`src/rtl/codificador_seletor.sv`:
```
// Selector code finder: walks candidate codes 0..63 in ascending order and
// returns the lowest CODE whose selector terminals match the requested levels.
module codificador_seletor (
  input  logic       clk,
  input  logic       rst_n,
  input  logic       req,
  input  logic       t1_req,
  input  logic       t2_req,
  input  logic       ack,
  output logic [5:0] code,
  output logic       valid,
  output logic       busy,
  output logic       t1_out,
  output logic       t2_out,
  output logic       err
);

  typedef enum logic [1:0] {
    IDLE = 2'd0,
    SCAN = 2'd1,
    DONE = 2'd2
  } state_t;

  state_t     state_r, state_s;
  logic [5:0] cnt_r, cnt_s;
  logic       t1_tgt_r, t1_tgt_s;
  logic       t2_tgt_r, t2_tgt_s;
  logic [5:0] code_r, code_s;
  logic       valid_r, valid_s;
  logic       busy_r, busy_s;
  logic       t1_out_r, t1_out_s;
  logic       t2_out_r, t2_out_s;
  logic       err_r, err_s;
  logic [1:0] eval_s;

  // Selector network, code bits 5..0 = A..F; returns {T1, T2}
  function automatic logic [1:0] sel_eval(input logic [5:0] c);
    logic a, b, cc, d, e, f;
    {a, b, cc, d, e, f} = c;
    sel_eval = {(~a & ~b), ((~d & ~f) | (~cc & e) | (~cc & d))};
  endfunction

  assign eval_s = sel_eval(cnt_r);

  // Next-state and next-output decode; every register holds unless changed
  always_comb begin
    state_s  = state_r;
    cnt_s    = cnt_r;
    t1_tgt_s = t1_tgt_r;
    t2_tgt_s = t2_tgt_r;
    code_s   = code_r;
    valid_s  = valid_r;
    busy_s   = busy_r;
    t1_out_s = t1_out_r;
    t2_out_s = t2_out_r;
    err_s    = err_r;
    case (state_r)
      IDLE: begin
        if (req) begin
          state_s  = SCAN;
          cnt_s    = 6'd0;
          t1_tgt_s = t1_req;
          t2_tgt_s = t2_req;
          busy_s   = 1'b1;
        end else begin
          state_s = IDLE;
        end
      end
      SCAN: begin
        if (eval_s == {t1_tgt_r, t2_tgt_r}) begin
          code_s   = cnt_r;
          t1_out_s = eval_s[1];
          t2_out_s = eval_s[0];
          valid_s  = 1'b1;
          state_s  = DONE;
        end else if (cnt_r != 6'd63) begin
          cnt_s = cnt_r + 6'd1;
        end else begin
          // exhausted without a hit: counter stays at 63, no wrap
          err_s   = 1'b1;
          valid_s = 1'b0;
          code_s  = 6'd0;
          state_s = DONE;
        end
      end
      DONE: begin
        if (ack) begin
          valid_s = 1'b0;
          err_s   = 1'b0;
          busy_s  = 1'b0;
          state_s = IDLE;
        end else begin
          state_s = DONE;
        end
      end
      default: begin
        state_s = IDLE;
        cnt_s   = 6'd0;
        valid_s = 1'b0;
        busy_s  = 1'b0;
        err_s   = 1'b0;
      end
    endcase
  end

  // State and output registers with asynchronous clear
  always_ff @(posedge clk or negedge rst_n) begin
    if (!rst_n) begin
      state_r  <= IDLE;
      cnt_r    <= 6'd0;
      t1_tgt_r <= 1'b0;
      t2_tgt_r <= 1'b0;
      code_r   <= 6'd0;
      valid_r  <= 1'b0;
      busy_r   <= 1'b0;
      t1_out_r <= 1'b0;
      t2_out_r <= 1'b0;
      err_r    <= 1'b0;
    end else begin
      state_r  <= state_s;
      cnt_r    <= cnt_s;
      t1_tgt_r <= t1_tgt_s;
      t2_tgt_r <= t2_tgt_s;
      code_r   <= code_s;
      valid_r  <= valid_s;
      busy_r   <= busy_s;
      t1_out_r <= t1_out_s;
      t2_out_r <= t2_out_s;
      err_r    <= err_s;
    end
  end

  assign code   = code_r;
  assign valid  = valid_r;
  assign busy   = busy_r;
  assign t1_out = t1_out_r;
  assign t2_out = t2_out_r;
  assign err    = err_r;

endmodule

```
`config.mk`:
```
export PLATFORM = sky130hd
export DESIGN_NAME = codificador_seletor
export DESIGN_NICKNAME = d
export VERILOG_FILES = /design/src/rtl/codificador_seletor.sv
export SDC_FILE = /design/constraint.sdc
export NUM_CORES = 1
export LEC_CHECK = 0
export ABC_AREA = 1
export CAP_MARGIN = 15
export CORE_UTILIZATION = 40
export DETAILED_ROUTE_END_ITERATION = 8
export PLACE_DENSITY = 0.67
export RECOVER_POWER = 25
export SLEW_MARGIN = 5
export SYNTH_ARGS = -nofsm -noshare
export SYNTH_HDL_FRONTEND = slang
export SYNTH_SLANG_ARGS = --single-unit
```
`constraint.sdc`:
```
create_clock -name clk -period 1.95 [get_ports clk]
set_input_delay 0.4875 -clock clk [delete_from_list [all_inputs] [get_ports clk]]
set_output_delay 0.4875 -clock clk [all_outputs]
set_load 0.05 [all_outputs]
```
# After elaboration in Yosys (flattened, before gate mapping)

Index checks and enable logic that the tools add are counted.

Bits in registers: 21
Input port bits: 6
Output and inout port bits: 11
Word-level logic and storage cells: 64

Add/subtract/negate cells: 1
Eq/ne operators: 11
Mux-type cells: 20
Bitwise gates (word level): 14
Reductions and logical operators: 8

Operator list:

| operator                                                         | number |
|---|---|
| 6-bit 2-to-1 mux                                                 | 5 |
| 6-bit case mux with 3 select lines                               | 1 |
| 2-bit inequality test (second input constant)                    | 6 |
| 1-bit case mux with 3 select lines                               | 3 |
| 1-bit NOT                                                        | 8 |
| 4-bit AND reduction                                              | 2 |
| 1-bit 2-to-1 mux                                                 | 7 |
| 6-bit by 1-bit adder with 6-bit output (second input constant)   | 1 |
| 2-bit 2-to-1 mux                                                 | 3 |
| 6-bit inequality test (second input constant)                    | 1 |
| 2-bit case mux with 3 select lines                               | 1 |
| 2-bit AND reduction                                              | 3 |
| 3-bit AND reduction                                              | 2 |
| 1-bit AND                                                        | 4 |
| 3-bit inequality test (second input constant)                    | 1 |
| 2-bit by 1-bit == test with 1-bit output (second input constant) | 1 |
| 2-bit == test                                                    | 1 |
| 2-bit == test (second input constant)                            | 1 |
| 2-bit logical NOT                                                | 1 |
| 1-bit bitwise OR                                                 | 2 |

# Depth between registers and ports, before layout

Word-level depth: 7
Mapped depth: 10
Depth with buffers taken out: 9

# Least setup slack after synthesis

No wires, ideal clock.

Path type: register -> register
From: reg cnt_r[0]
To: reg cnt_r[1]
Library setup time: 0.117 ns
Arrival: 1.244 ns
Required time: 1.833 ns
Path slack: 0.589 ns
Cell stages (with the launch flop): 10
Path buffers: 0
Period minus slack after synthesis: 1.361 ns
Cell sequence: dfrtp_1 > ha_1 > nand3_1 > nor2_2 > nand3_1 > nand2_1 > inv_2 > nand3_2 > nand2_1 > nand2_1

Word-level cells in the longest chain between the ends: 7
Elaborated cells between the ends (all ways): 13
Those cells by class: 1 x add/sub; 4 x eq/ne; 3 x mux; 4 x bitwise; 1 x reduce/logical

Ends and longest elaborated chain:

| element                                                                                        | line | text |
|---|---|---|
| start: declaration                                                                             | 25   | `logic [5:0] cnt_r, cnt_s;` |
| start signal: assignment                                                                       | 121  | `cnt_r <= cnt_s;` |
| parallel branches: the longest is 7 deep, another holds 6-bit by 1-bit adder with 6-bit output | -    |  |

Several ways; the timed one is not identified. The select of a mux whose other input is x is not followed.
A chain may end at the register's enable or synchronous reset.

==> key figures <==
Hold path
  • Hold Crit Depth: 2
  • Hold Crit Class: flip-flop to flip-flop

Floorplanning
  • Row count: 18
  • Die Width: 54.4 µm
  • Die height: 54.4 µm
  • Area of the core: 2540 µm²
  • DIE AREA: 2960 µm²
  • Ports: 17
  • Initial Util: 43.2%

CTS
  • Clock transition at path regs: 0.12 ns
  • # hold bufs at CTS: 0
  • Clock Latency Late Sink: 0.30 ns
  • H-tree level count: 1
  • Clk root buf: clkbuf_4
  • Max clock buf depth: 2
  • CTS tree: done
  • CTS Buf Count: 3
  • PostCTS Resize Cnt: 0
  • Sinks on Clock Net: 21
  • Post-CTS Setup Bufs: 0

Synthesis
  • Post-Syn Nets: 147
  • Ranking of synthesized cells by area: dfrtp_1, nand2_1, inv_1
  • Synth Instances: 140
  • Post-synth top area cell: dfrtp_1
  • #FFs+latches synth: 21
  • Sequential-to-total area share from yosys stat: ~48%
  • Synth warnings: 0
  • Post-Syn Area: 1100 µm²
  • Unique masters post-synth: 20
  • Syn_area_per_cell: approximately 8 µm²
  • Share of the synthesized area in the top cell type: 47.8%

Setup path
  • Worst path slowest cell: clkbuf_1
  • Data arrival, critical path: 1.81 ns
  • Crit path kind: input pin to asynchronous set/reset pin
  • Worst R2R Path Depth: 9
  • Worst setup SP type: input pin
  • Critical Path, Cell by Cell: clkdlybuf4s50_1 -> clkbuf_1
  • Crit end category: asynchronous set/reset pin
  • CP Max Fanout: 21
  • WP data required: 2.21 ns
  • WP depth: 2
  • Critical Path Max Stage Delay: 0.86 ns
  • Crit path max-delay family: buffers and inverters
  • Worst Path Buf+Inv: 2

Global routing
  • Tot GR Track Use: 17.8%
  • Vias in the first global route: between 800 and 900
  • Largest net degree at the start of global routing: 22
  • First-pass GRT wire length: 3.75 mm
  • Total grt overflow: 0
  • Antenna violations before repair: 0

STA
  • Post-route setup TNS: 0 ns
  • Final hold vios: 0
  • WHS: 0.495 ns
  • Max Clock Freq: 646 MHz
  • Post-route clock period utilization: between 70% and 80%
  • Final-report setup violation count: 0
  • Layout Skew: 0.00197 ns
  • Final worst slack: 0.401 ns
  • RSZ-0062 raised after global routing: no
  • Minimum clock period: 1.55 ns
  • Fin. max-slew vios: 0
  • Worst slew pin tran: 1.17 ns
  • Relative slew slack: 21.7%

Finish
  • N_diodes: 0
  • Share of cells above drive strength 1: 17.6%
  • Final net count: 167
  • Area grow syn2layout: 16.2%

Drt
  • 1st-iter DRT viols: 6
  • Post-DRT Antenna Nets: 0
  • Wire per inst: 11.7 µm
  • Routed wire length: between 2 and 2.5 mm
  • First-pass iteration count of the detailed router: 4
  • Vias per cell: 4.93
  • Vias: 932
  • DRC Markers: 0

Placement
  • DP HPWL: ~1.7 mm
  • PortBufs: 16
  • Global placement routability congestion: 0.813
  • Post-place setup slack: 0.320 ns

Power and ir drop
  • PwrDens: 1400 nW/µm²
  • Static Leak: ~0.66 nW
  • VDD IR max: a little under 1 mV

Status
  • Status: finished clean

Job
  • Max-capacitance violation count: 0
[flip-flops by register name, summed over array words and instances, names as in the netlist]
register	flops
t1_out	1
state_r	2
t2_out	1
err	1
valid	1
t2_tgt_r	1
busy	1
cnt_r	6
code	6
t1_tgt_r	1
[cells by family after synthesis]
family,Yosys count,synth area share (%)
and+or+nand+nor,83,35.0
DFF,21,47.8
buffers and inverters,19,7.85
AOI/OAI and AO/OA,15,7.39
xor gates and xnor gates,1,0.797
adders and majority gates,1,1.14
[final cells by class]
class                      instances  area (µm²)
fill                             261        1270
timing repair buffer              17         136
inverter                          17        63.8
multi-input combinational        100         488
sequential                        21         526
clock buffer                       4        26.3
tap                               30        37.5
[per-layer routing]
layer | global-route usage, % | up-vias | part of all wire, %
li1 | - | 483 | -
met3 | 2.50 | 4 | 2.5
met2 | 29.9 | 18 | 49
met4 | 6.41 | 0 | 0.86
met5 | 0 | - | 0
met1 | 23.2 | 427 | 48
[worst register-to-register path, delay by kind of cell, from the launching register on]
kind,cells,cell delay [ns]
flip-flops,1,0.48
adder cells (fa/ha/maj),1,0.26
AND/OR/NAND/NOR,7,0.60
buffers and inverters,1,0.11
[cell usage in the layout, fill, tap and decap left out]
| cell type | n |
|---|---|
| clkdlybuf4s50_1 | 5 |
| a21oi_1 | 4 |
| a21boi_0 | 1 |
| nor2_1 | 11 |
| ha_1 | 1 |
| dfrtp_1 | 21 |
| o21ai_0 | 4 |
| clkbuf_1 | 2 |
| nor2_4 | 1 |
| nand3_2 | 2 |
| clkbuf_4 | 3 |
| nand2_2 | 3 |
| nand2_1 | 50 |
| o21ai_2 | 1 |
| buf_4 | 11 |
| inv_2 | 4 |
| nand4_4 | 1 |
| nand3_1 | 7 |
| nor2_2 | 2 |
| nand4_1 | 6 |
| inv_1 | 13 |
| xnor2_1 | 1 |
| o21ai_1 | 5 |
[through the flow]
step / area [µm²] / power (mW) / utilization, % / cells
finish: 1280 / 1.79 / 50.2 / 189
global route: 1280 / 1.93 / 50.2 / 189
CTS: 1280 / 1.80 / 50.3 / 189
detailed placement: 1250 / 1.59 / 49.3 / 185
global placement: 1250 / 1.57 / 49.3 / 185
floorplan: 1100 / 1.37 / - / 140
[path summary, 6_finish.rpt]
| path | startpoint | to | slack [ns] |
|---|---|---|---|
| hold / removal | t2_out | t2_out | 0.49 |
| hold reg to reg | t2_out | t2_out | 0.49 |
| max in group clk | cnt_r[0] | cnt_r[4] | 0.40 |
| setup reg to reg | cnt_r[0] | cnt_r[4] | 0.40 |
| setup / recovery | rst_n | state_r[0] | 0.40 |
| min in group asynchronous | rst_n | cnt_r[0] | 0.85 |
[Yosys cell counts]
cell type  number
dfrtp_1        21
inv_2           4
nor2_4          1
a21boi_0        1
nand4_1         6
buf_6           2
xnor2_1         1
nand3_1         7
o21ai_1         5
nand2_2         3
o21ai_0         4
nand4_4         1
nand2_1        50
ha_1            1
nor2_1         11
o21ai_2         1
a21oi_1         4
nor2_2          2
nand3_2         2
inv_1          13
[where the power goes]
group	total (mW)	internal (mW)	switching [mW]	leakage [nW]
combinational	0.930	0.274	0.656	0.371
sequential	0.647	0.553	0.0941	0.275
clock	0.215	0.0797	0.135	0.0150
Note: power is estimated with default switching activity, not from simulation.
